--- config.mk ---
export PLATFORM = sky130hd
export DESIGN_NAME = mmc3_scanline_irq_flat
export DESIGN_NICKNAME = d
export VERILOG_FILES = /design/src/rtl/mmc3_scanline_irq_if.sv /design/src/rtl/mmc3_scanline_irq.sv /design/src/flat_wrapper.sv
export SDC_FILE = /design/constraint.sdc
export NUM_CORES = 1
export LEC_CHECK = 0
export CORE_ASPECT_RATIO = 1.75
export CORE_MARGIN = 5
export CORE_UTILIZATION = 50
export CTS_BUF_LIST = sky130_fd_sc_hd__clkbuf_8
export DETAILED_ROUTE_END_ITERATION = 7
export GPL_TIMING_DRIVEN = 0
export PLACE_DENSITY_LB_ADDON = 0.08
export SETUP_SLACK_MARGIN = 0.2
export SLEW_MARGIN = 15
export SYNTH_ARGS = -nofsm -noshare
export SYNTH_HDL_FRONTEND = slang
export SYNTH_SLANG_ARGS = --single-unit
export TNS_END_PERCENT = 5
--- constraint.sdc ---
create_clock -name m2 -period 4.1 [get_ports m2]
set_input_delay 0.82 -clock m2 [delete_from_list [all_inputs] [get_ports m2]]
set_output_delay 0.82 -clock m2 [all_outputs]
set_load 0.01 [all_outputs]
--- src/rtl/mmc3_scanline_irq_if.sv ---
`default_nettype none
// ============================================================================
//  Module   : mmc3_scanline_irq_if
//  Purpose  : CPU write bus, PPU A12 and IRQ/debug signals for the MMC3
//             scanline IRQ stage, bundled as one interface.
//  Revision : 1.0  initial release
// ============================================================================
interface mmc3_scanline_irq_if #(
  parameter int COUNTER_WIDTH = 8
);
  logic                     mapper_active;
  logic                     romsel;
  logic                     cpu_rw_in;
  logic [14:0]              cpu_addr_in;
  logic [7:0]               cpu_data_in;
  logic                     ppu_a12;
  logic                     irq;
  logic                     irq_pending;
  logic [COUNTER_WIDTH-1:0] counter_value;

  // Bus owner side (cartridge top level or bench)
  modport master (
    output mapper_active, romsel, cpu_rw_in, cpu_addr_in, cpu_data_in, ppu_a12,
    input  irq, irq_pending, counter_value
  );

  // IRQ block side
  modport slave (
    input  mapper_active, romsel, cpu_rw_in, cpu_addr_in, cpu_data_in, ppu_a12,
    output irq, irq_pending, counter_value
  );
endinterface
`default_nettype wire

--- src/rtl/mmc3_scanline_irq.sv ---
`default_nettype none
// ============================================================================
//  Module   : mmc3_scanline_irq
//  Purpose  : MMC3-style scanline IRQ. Filters PPU A12 rising edges in the
//             M2 domain, clocks a reload/decrement counter and raises an
//             active-low IRQ when the counter reaches zero while enabled.
//  Revision : 1.0  initial release
// ============================================================================
module mmc3_scanline_irq #(
  parameter int A12_LOW_MIN   = 3,
  parameter bit MMC3_REV_A    = 1'b0,
  parameter int COUNTER_WIDTH = 8
) (
  input  wire logic          m2,
  input  wire logic          reset,
  mmc3_scanline_irq_if.slave bus
);

  localparam int                LOW_W     = 3;
  localparam logic [LOW_W-1:0]  c_low_min = LOW_W'(A12_LOW_MIN);
  localparam logic [1:0]        c_sel_c   = 2'b10;
  localparam logic [1:0]        c_sel_e   = 2'b11;

  // --------------------------------------------------------------------------
  // State
  // --------------------------------------------------------------------------
  logic                     a12_meta_q;
  logic                     a12_s_q;
  logic                     prev_a12_q;
  logic [LOW_W-1:0]         low_cnt_q,  low_cnt_d;
  logic [COUNTER_WIDTH-1:0] counter_q,  counter_d;
  logic [COUNTER_WIDTH-1:0] latch_q,    latch_d;
  logic                     reload_q,   reload_d;
  logic                     irq_en_q,   irq_en_d;
  logic                     pending_q,  pending_d;
  logic                     irq_q;

  // --------------------------------------------------------------------------
  // Combinational helpers
  // --------------------------------------------------------------------------
  logic                     w_wr;
  logic                     w_wr_c000;
  logic                     w_wr_c001;
  logic                     w_wr_e000;
  logic                     w_wr_e001;
  logic                     w_clk_evt;
  logic                     w_old_zero;
  logic                     w_take_latch;
  logic [COUNTER_WIDTH-1:0] w_evt_counter;
  logic                     w_en_eff;
  logic                     w_rev_ok;
  logic                     w_set_pend;
  logic                     w_unused;

  // Address bits 12..1 take no part in the decode (register mirrors).
  assign w_unused = &{1'b0, bus.cpu_addr_in[12:1]};

  // Old-revision chips only fire on a zero they arrived at by a decrement
  // or by an explicit reload; new-revision chips fire on any zero result.
  if (MMC3_REV_A) begin : g_rev_a
    assign w_rev_ok = ~w_old_zero | reload_q;
  end else begin : g_rev_new
    assign w_rev_ok = 1'b1;
  end

  // Write strobe and register decode from CPU A14..A13 and A0
  always_comb begin
    w_wr      = bus.mapper_active & ~bus.romsel & ~bus.cpu_rw_in;
    w_wr_c000 = w_wr & (bus.cpu_addr_in[14:13] == c_sel_c) & ~bus.cpu_addr_in[0];
    w_wr_c001 = w_wr & (bus.cpu_addr_in[14:13] == c_sel_c) &  bus.cpu_addr_in[0];
    w_wr_e000 = w_wr & (bus.cpu_addr_in[14:13] == c_sel_e) & ~bus.cpu_addr_in[0];
    w_wr_e001 = w_wr & (bus.cpu_addr_in[14:13] == c_sel_e) &  bus.cpu_addr_in[0];
  end

  // A12 low-time filter and qualified clock event
  always_comb begin
    low_cnt_d = low_cnt_q;
    if (a12_s_q) begin
      low_cnt_d = '0;
    end else if (low_cnt_q != c_low_min) begin
      low_cnt_d = low_cnt_q + LOW_W'(1);
    end
    // Uses the pre-clear count, so the rise itself still sees the full window.
    w_clk_evt = a12_s_q & ~prev_a12_q & (low_cnt_q == c_low_min);
  end

  // Counter, latch, enable and pending next-state with write priorities
  always_comb begin
    w_old_zero    = (counter_q == '0);
    w_take_latch  = w_old_zero | reload_q;
    w_evt_counter = w_take_latch ? latch_q : (counter_q - COUNTER_WIDTH'(1));
    // An $E001 write in the same cycle as a clock event already counts.
    w_en_eff      = irq_en_q | w_wr_e001;
    // A $C001 write swallows a coincident clock event.
    w_set_pend    = w_clk_evt & ~w_wr_c001 & (w_evt_counter == '0) &
                    w_en_eff & bus.mapper_active & w_rev_ok;

    counter_d = counter_q;
    latch_d   = latch_q;
    reload_d  = reload_q;
    irq_en_d  = irq_en_q;
    pending_d = pending_q;

    if (w_wr_c000) begin
      latch_d = COUNTER_WIDTH'(bus.cpu_data_in);
    end

    if (w_wr_c001) begin
      counter_d = '0;
      reload_d  = 1'b1;
    end else if (w_clk_evt) begin
      counter_d = w_evt_counter;
      reload_d  = 1'b0;
    end

    if (w_set_pend) begin
      pending_d = 1'b1;
    end

    // Acknowledge wins over a coincident pending-set.
    if (w_wr_e000) begin
      irq_en_d  = 1'b0;
      pending_d = 1'b0;
    end else if (w_wr_e001) begin
      irq_en_d  = 1'b1;
    end
  end

  // A12 synchronizer, edge history and low counter
  always_ff @(posedge m2) begin
    if (reset) begin
      a12_meta_q <= 1'b0;
      a12_s_q    <= 1'b0;
      prev_a12_q <= 1'b0;
      low_cnt_q  <= '0;
    end else begin
      a12_meta_q <= bus.ppu_a12;
      a12_s_q    <= a12_meta_q;
      prev_a12_q <= a12_s_q;
      low_cnt_q  <= low_cnt_d;
    end
  end

  // Counter, latch and IRQ control registers
  always_ff @(posedge m2) begin
    if (reset) begin
      counter_q <= '0;
      latch_q   <= '0;
      reload_q  <= 1'b0;
      irq_en_q  <= 1'b0;
      pending_q <= 1'b0;
    end else begin
      counter_q <= counter_d;
      latch_q   <= latch_d;
      reload_q  <= reload_d;
      irq_en_q  <= irq_en_d;
      pending_q <= pending_d;
    end
  end

  // Registered active-low IRQ, gated by mapper selection
  always_ff @(posedge m2) begin
    if (reset) begin
      irq_q <= 1'b1;
    end else begin
      irq_q <= ~(pending_q & bus.mapper_active);
    end
  end

  assign bus.irq           = irq_q;
  assign bus.irq_pending   = pending_q;
  assign bus.counter_value = counter_q;

endmodule
`default_nettype wire

--- src/flat_wrapper.sv ---
// flat-port wrapper written by rule: the top's interface ports become plain ports
module mmc3_scanline_irq_flat 
#(
  parameter int A12_LOW_MIN   = 3,
  parameter bit MMC3_REV_A    = 1'b0,
  parameter int COUNTER_WIDTH = 8
)
  (m2, reset, bus_mapper_active, bus_romsel, bus_cpu_rw_in, bus_cpu_addr_in, bus_cpu_data_in, bus_ppu_a12, bus_irq, bus_irq_pending, bus_counter_value);
  mmc3_scanline_irq_if #(.COUNTER_WIDTH(COUNTER_WIDTH)) bus_i ();
  input  wire logic m2;
  input  wire logic reset;
  input wire logic [$bits(bus_i.mapper_active)-1:0] bus_mapper_active;
  input wire logic [$bits(bus_i.romsel)-1:0] bus_romsel;
  input wire logic [$bits(bus_i.cpu_rw_in)-1:0] bus_cpu_rw_in;
  input wire logic [$bits(bus_i.cpu_addr_in)-1:0] bus_cpu_addr_in;
  input wire logic [$bits(bus_i.cpu_data_in)-1:0] bus_cpu_data_in;
  input wire logic [$bits(bus_i.ppu_a12)-1:0] bus_ppu_a12;
  output wire logic [$bits(bus_i.irq)-1:0] bus_irq;
  output wire logic [$bits(bus_i.irq_pending)-1:0] bus_irq_pending;
  output wire logic [$bits(bus_i.counter_value)-1:0] bus_counter_value;
  assign bus_i.mapper_active = bus_mapper_active;
  assign bus_i.romsel = bus_romsel;
  assign bus_i.cpu_rw_in = bus_cpu_rw_in;
  assign bus_i.cpu_addr_in = bus_cpu_addr_in;
  assign bus_i.cpu_data_in = bus_cpu_data_in;
  assign bus_i.ppu_a12 = bus_ppu_a12;
  assign bus_irq = bus_i.irq;
  assign bus_irq_pending = bus_i.irq_pending;
  assign bus_counter_value = bus_i.counter_value;
  mmc3_scanline_irq #(.A12_LOW_MIN(A12_LOW_MIN), .MMC3_REV_A(MMC3_REV_A), .COUNTER_WIDTH(COUNTER_WIDTH)) u_core (.m2(m2), .reset(reset), .bus(bus_i));
endmodule
== After elaboration in Yosys (flattened, before gate mapping) ==
Cells that the tools add are included.
Operators by class
  bitwise operators: 23
  mux-type cells: 3
  add/sub/neg operators: 2
  eq/ne operators: 4
  reductions and logical operators: 6
Operators with widths (number)
  $logic_not A8 Y1: 2
  $and A1 B1 Y1: 15
  $mux W8: 1
  $sub A8 B1 Y8 const B: 1
  $not A1 Y1: 6
  $reduce_or A2 Y1: 3
  $eq A2 B2 Y1 const B: 2
  $add A3 B1 Y3 const B: 1
  $eq A3 B2 Y1 const B: 1
  $ne A3 B2 Y1 const B: 1
  $mux W1: 2
  $or A1 B1 Y1: 2
  $reduce_bool A2 Y1: 1
Storage, ports and cells
  output and inout port bits: 10
  register bits after elaboration: 26
  word-level logic and storage cells: 48
  input bits: 29

== Depth between registers and ports, before layout ==
Gate-level depths: netlist (run 1).
  depth after elaboration: 10
  depth in mapped cells: 7
  depth with buffers taken out: 7

== Worst setup path after synthesis (run 1) ==
Ideal clock, no wire load.
  kind: input -> register
  start: input port bus_cpu_rw_in
  end: register u_core.latch_q[0]
  data required time: 3.972 ns
  path slack: 2.133 ns
  cell stages on the path: 4
  buffers on the path: 0
  setup time: 0.128 ns
  data arrival time: 1.839 ns
  cell sequence: nand4bb_1 nor3_2 mux2i_1 nor2_1
On the way
  longest elaborated chain between the ends: 4
Ends and longest elaborated chain
  from (decl): line flat_wrapper.sv:14  | input wire logic [$bits(bus_i.cpu_rw_in)-1:0] bus_cpu_rw_in;
  $not A1 Y1: line mmc3_scanline_irq.sv:68  | w_wr = bus.mapper_active & ~bus.romsel & ~bus.cpu_rw_in;
  $and A1 B1 Y1: line mmc3_scanline_irq.sv:68
  $and A1 B1 Y1 (2 in series): line mmc3_scanline_irq.sv:69  | w_wr_c000 = w_wr & (bus.cpu_addr_in[14:13] == c_sel_c) & ~bus.cpu_addr_in[0];
  to (signal assigned): line mmc3_scanline_irq.sv:154  | latch_q <= latch_d;
  to (decl): line mmc3_scanline_irq.sv:32  | logic [COUNTER_WIDTH-1:0] latch_q, latch_d;
No other way between the ends.
A chain may end at the register's enable or synchronous reset.

== Worst setup path after layout (run 1) ==
  start: input port bus_mapper_active
  end: register u_core.latch_q[3]
On the way
  longest elaborated chain between the ends: 4
Ends and longest elaborated chain
  from (decl): line flat_wrapper.sv:12  | input wire logic [$bits(bus_i.mapper_active)-1:0] bus_mapper_active;
  $and A1 B1 Y1 (2 in series): line mmc3_scanline_irq.sv:68
  $and A1 B1 Y1 (2 in series): line mmc3_scanline_irq.sv:69
No other way between the ends.

==> metrics, run 1 <==
multi-input logic area=771 µm²; IO Pins=39; top cells by area, synth=dfxtp_1 39%, mux2i_1 6.7%, nor2_1 5.3%; logic gate share of total power=8.4%; GR Util met2=32.7%; Die X=49.2 µm; Mapped Area=0.00135 mm²; Mean Syn Cell Area=9.04 µm²; status=finished, final reports clean; # hold bufs at CTS=0; Finish-stage setup viols=0; CTS clock-pin slew for the worst setup and hold paths=0.09 ns; TritonCTS Buffers=3; initial antenna violation count=0; Main synth FF type=dfxtp_1; Synth warnings=0; via count=1212; initial DRC count=12; CP endpoint kind=flop; Switch Pwr=104 µW; chip height=78.7 µm; Max-Cap Viols=0; met1 Use GR=16.9%; DR WL/cell=15.9 µm; Slowest cell on crit path=nor3_2; DRT antenna net count=0; register bit total from synthesis=26; Setup Fix Bufs, Post-CTS=0; final-stage net count=212; Placement Setup Slack=1.45 ns; Yosys cell types=45; sw frac=20.1%; Synth top area share=38.6%; Max-Slew Margin vs Limit=45.8%; fraction of layout cells with a size suffix above 1=8.99%; layout overhead on the synthesized area=26.4%; first-pass GRT wire length=5330 µm; Core Rows=25; area leader, netlist=dfxtp_1; clock root cell=clkbuf_8; Core Util, Final=64.0%; # DRC=0; Final TNS setup=0 ns; Worst Hold End=u_core.a12_s_q; maximum clock path buffer count=2; minimum clock period after layout=2.35 ns; hpwl dp=2560 µm; FF-to-FF path depth=7; Seq/Total Area, Yosys=38.6%; critical path arrival=2.50 ns; drt first pass iters=4; Die ar.=0.00387 mm²; Cells after Synth=149; Via density=5.91; PostCTS Resize Cnt=0; FILL cells=238; pwr dens=303 mW/mm²; slowest stage delay, CP=0.65 ns; reg-to-reg setup timing slack=1.89 ns; Port Buf Inserts=25; vias in the first global route=1190; Worst VDD drop=0.227 mV; Routed WL=3260 µm; CTS H-tree depth=1; remaining global-route overflow=0; Max Clock Skew=0.00340 ns; RD Place Congestion=0.838; Max Clock Freq=0.426 GHz; fin crit share=57.3%; Reg area=520 µm²; worst setup path startpoint=bus_mapper_active; Hold Path Depth=1; RSZ-0062 raised after global routing=false; sequential power share=50.6%; met3 GRT Util=3.23%; Hold Fails Final Rpt=0; EDFF count, synth=0; max-slew violation count=0; worst path required time=4.25 ns; largest net degree at the start of global routing=16; Clock Sinks=26; initial core utilization=50.7%; Setup Crit Path Kind=primary input to flop; asr flop ratio synth=0%; core area=0.00266 mm²; Leak=0.606 nW; Worst-Skew Late Latency=0.27 ns; startpoint types=primary input; Pint=413 µW; crit path cell chain=clkdlybuf4s50_1 > nand4bb_1 > nor3_2 > mux2i_1 > nor2_1; r2r endpoint=u_core.bus.counter_value[6]; number of antenna diodes=0; CTS tree=built; worst-path maximum fanout=8; final setup margin=1.75 ns; worst hold start=u_core.a12_meta_q; Worst Tran Pin Value=0.808 ns; GRT busiest layer=met2; Post-Syn Nets=182; total track usage=17.4%; hold crit path type=flop to flop; worst r2r src=u_core.bus.counter_value[0]; Clk pwr share=41.0%
==> layout by cell type, fill, tap and decap left out, types with 2 or more instances in the layout <==
cell type,count
o21ai_0,6
dfxtp_1,26
nand3b_1,2
mux2_2,2
clkbuf_1,5
a21o_1,2
nor3_1,5
nor2_1,19
ha_1,4
a21oi_1,9
nand2_1,11
xor2_1,3
clkbuf_8,3
mux2i_1,9
or4_1,2
inv_1,5
nand3_1,2
clkdlybuf4s50_1,25
nand4b_1,2
nor2b_1,5
a211oi_1,2
a22oi_1,3
==> power groups by stage <==
stage / combinational (mW) / sequential (mW) / clock, mW
after detailed placement: 0.0436 / 0.267 / 0
after global routing: 0.0473 / 0.262 / 0.228
after floorplan: 0.0212 / 0.266 / 0
after CTS: 0.0439 / 0.262 / 0.216
after global placement: 0.0413 / 0.267 / 0
final: 0.0433 / 0.261 / 0.212
==> Yosys cell counts, types with 2 or more instances <==
cell type,count
xor2_1,3
a211oi_1,2
nand3_1,2
nand3b_1,2
clkbuf_1,5
dfxtp_1,26
nor2_1,19
mux2i_1,9
a21oi_1,9
or4_1,2
nor3_1,5
ha_1,4
nor2b_1,5
mux2_2,2
inv_1,5
nand2_1,11
o21ai_0,6
nand4b_1,2
a22oi_1,3
a21o_1,2
==> metrics by stage <==
stage                     instances  cell area, µm²  power (mW)  hold slack (ns)
final                           205            1700       0.516            0.462
after global routing            205            1700       0.537            0.486
after CTS                       205            1700       0.521            0.469
after detailed placement        201            1630       0.311            0.457
after global placement          201            1630       0.308            0.420
after floorplan                 149            1350       0.288            0.414
==> sequential cells by signal (all words and copies together) (netlist names) <==
| name | flops |
|---|---|
| u_core.bus.irq_pending | 1 |
| u_core.low_cnt_q | 3 |
| u_core.irq_en_q | 1 |
| u_core.a12_meta_q | 1 |
| u_core.prev_a12_q | 1 |
| u_core.bus.counter_value | 8 |
| u_core.latch_q | 8 |
| u_core.bus.irq | 1 |
| u_core.reload_q | 1 |
| u_core.a12_s_q | 1 |
==> how the worst max path moves through the flow <==
stage	slack [ns]	endpoint
finish	1.75	u_core.latch_q[3]
global route	1.60	u_core.latch_q[7]
CTS	1.74	u_core.latch_q[3]
detailed placement	1.45	u_core.latch_q[3]
global placement	1.48	u_core.latch_q[5]
floorplan	2.13	u_core.latch_q[0]
==> per-layer routing <==
| layer | routed length [µm] | part of all wire, % |
|---|---|---|
| met3 | 147 | 4.5 |
| met5 | 0 | 0 |
| met4 | 149 | 4.6 |
| met2 | 1800 | 55 |
| met1 | 1160 | 36 |
==> cells by family after synthesis <==
group / Yosys count / share of synthesized area [%]
buffers and inverters: 12 / 4.18
adder cells (fa/ha/maj): 4 / 3.71
flip-flops: 26 / 38.6
multiplexers: 12 / 9.47
AND/OR/NAND/NOR: 61 / 26.8
AO/OA/AOI/OAI: 31 / 15.2
XOR/XNOR: 3 / 1.95
==> area by class of cell <==
class | instances | share of cell area [%]
Multi-Input combinational cell | 111 | 45.3
Buffer | 7 | 2.20
Tap cell | 27 | 1.98
Sequential cell | 26 | 30.6
Inverter | 5 | 1.10
Clock inverter | 1 | 1.76
Timing Repair Buffer | 25 | 14.7
Clock buffer | 3 | 2.42
==> critical path: cells and delay by family <==
kind | cells | cell delay, ns
simple gates | 3 | 0.88
buf+inv | 1 | 0.52
mux | 1 | 0.27
Power figures use the tool's default switching activity.
==> run 2: changes to the inputs <==
--- a/config.mk
+++ b/config.mk
@@ -7,7 +7,7 @@
 export LEC_CHECK = 0
 export CORE_ASPECT_RATIO = 1.75
 export CORE_MARGIN = 5
-export CORE_UTILIZATION = 50
+export CORE_UTILIZATION = 44
 export CTS_BUF_LIST = sky130_fd_sc_hd__clkbuf_8
 export DETAILED_ROUTE_END_ITERATION = 7
 export GPL_TIMING_DRIVEN = 0
==> constraint.sdc (replaced) <==
create_clock -name m2 -period 2.1 [get_ports m2]
set_input_delay 0.42 -clock m2 [delete_from_list [all_inputs] [get_ports m2]]
set_output_delay 0.42 -clock m2 [all_outputs]
set_load 0.01 [all_outputs]
==> run 2 against run 1 <==
Net effect: register-to-register slack got worse by 1.7 ns; non-clock buffer count increased by 6; utilization decreased by 3.0 points; global-route usage down 1.1 points; largest cell class unchanged.
==> metrics, run 2 (synthesized netlist as in run 1, its figures left out) <==
Max-Slew Margin vs Limit=71.8% (+26 points); Die X=51.8 µm (+5.3%); IO Pins=39 (unchanged); DR WL/cell=15.3 µm (-3.8%); critical path arrival=2.06 ns (-0.44 ns); Core Rows=26 (+4.0%); initial DRC count=40 (+28); via count=1200 (-0.99%); most common cell after layout, fill and taps aside=clkdlybuf4s50_1; Worst-Skew Late Latency=0.27 ns (about the same); hold crit path type=flop to flop; CTS H-tree depth=1 (unchanged); chip height=83.2 µm (+5.8%); initial antenna violation count=0 (unchanged); fraction of layout cells with a size suffix above 1=14.1% (+5.1 points); worst-path maximum fanout=8 (unchanged); RD Place Congestion=0.817 (-2.4%); Max Clock Freq=0.537 GHz; minimum clock period after layout=1.86 ns; # hold bufs at CTS=0 (unchanged); number of antenna diodes=0 (unchanged); CTS clock-pin slew for the worst setup and hold paths=0.09 ns (about the same); Port Buf Inserts=25 (unchanged); DP Area=0.00163 mm² (+0.15%); hpwl dp=2420 µm (-5.7%); CP endpoint kind=flop; core area=0.00293 mm² (+10%); Leak=0.648 nW (+7.1%); total track usage=16.3% (-1.1 points); Clock Sinks=26 (unchanged); highest-count cells in the layout ignoring fill and taps=25 x clkdlybuf4s50_1, 24 x dfxtp_1, 19 x nor2_1; first-pass GRT wire length=5450 µm (+2.3%); TritonCTS Buffers=3 (unchanged); pwr dens=565 mW/mm² (+86%); initial core utilization=46.0% (-4.7 points); worst path required time=2.30 ns (-1.95 ns); CTS tree=built; remaining global-route overflow=0 (unchanged); RSZ-0062 raised after global routing=true; Total Power=1.01 mW (+96%); Worst VDD drop=0.362 mV (+59%); DRT antenna net count=0 (unchanged); Finish-stage setup viols=0 (unchanged); post-route cell area=0.00179 mm² (+5.0%); Die ar.=0.00431 mm² (+11%); Max-Cap Viols=0 (unchanged); Final TNS setup=0 ns (unchanged); max-slew violation count=0 (unchanged); maximum clock path buffer count=2 (unchanged); # DRC=0 (unchanged); drt first pass iters=3 (-1); Setup Crit Path Kind=flop to flop; WHS=0.455 ns (-0.00662 ns); clock root cell=clkbuf_8; Core Util, Final=61.1% (-3.0 points); startpoint types=flop; vias in the first global route=1219 (+2.4%); Max Clock Skew=0.00675 ns (+0.00335 ns); Hold Fails Final Rpt=0 (unchanged); final-stage net count=218 (+2.8%); Worst Tran Pin Value=0.423 ns (-0.385 ns); Via density=5.66 (-4.3%); Routed WL=3250 µm (-0.55%); layout overhead on the synthesized area=32.7%; largest net degree at the start of global routing=16 (unchanged); fin crit share=88.7%; status=finished, final reports clean
==> run 2: worst paths after layout <==
| check | slack, ns | to | depth (start not counted) | startpoint |
|---|---|---|---|---|
| setup / recovery | 0.24 | u_core.bus.irq_pending | 7 | u_core.bus.counter_value[1] |
| hold / removal | 0.45 | u_core.a12_s_q | 1 | u_core.a12_meta_q |
| setup reg to reg | 0.24 | u_core.bus.irq_pending | 7 | u_core.bus.counter_value[1] |
| hold reg to reg | 0.45 | u_core.a12_s_q | 1 | u_core.a12_meta_q |
==> run 2: area by class of cell <==
class	count	area (µm²)
Fill cell	259	1140
Multi-Input combinational cell	111	791
Sequential cell	26	526
Timing Repair Buffer	31	308
Clock buffer	3	41.3
Buffer	7	38.8
Tap cell	28	35.0
Clock inverter	1	30.0
Inverter	5	18.8
==> run 2: metrics by stage <==
step / instances / setup slack [ns]
2_1_floorplan: 149 / 0.243
3_3_place_gp: 202 / -0.120
3_5_place_dp: 202 / -0.205
4_1_cts: 206 / 0.143
5_1_grt: 212 / 0.132
6_report: 212 / 0.238
==> run 2: report_power, final <==
part / leakage, nW / internal (mW) / switching (mW)
combinational: 0.401 / 0.0487 / 0.0375
sequential: 0.212 / 0.502 / 0.00660
clock: 0.0357 / 0.255 / 0.160
total: 0.648 / 0.806 / 0.204
==> run 2: critical path, cell delays in order, from the launching register on <==
cell and delay [ns]:
dfxtp_2 0.39, inv_1 0.07, ha_1 0.19, nor3b_2 0.19, a21oi_4 0.28, mux2_4 0.34
nand3b_4 0.15, o31ai_2 0.16
==> run 2: what timing repair did <==
action                     in CTS  in global routing
hold endpoints to repair        0                  0
cloned                          0                  0
resized for setup               2                  5
setup buffers                   0                  6
setup endpoints to repair      12                 17
pin swaps                       0                  3
==> run 2: metal layers <==
metal  vias up  wire, µm  GRT usage, %  share of wire [%]
met4         0       128          9.07                3.9
li1        604         -             -                  -
met2        28      1720          28.6                 53
met5         -         0             0                  0
met1       555      1280          17.7                 39
met3        13       120          2.15                3.7
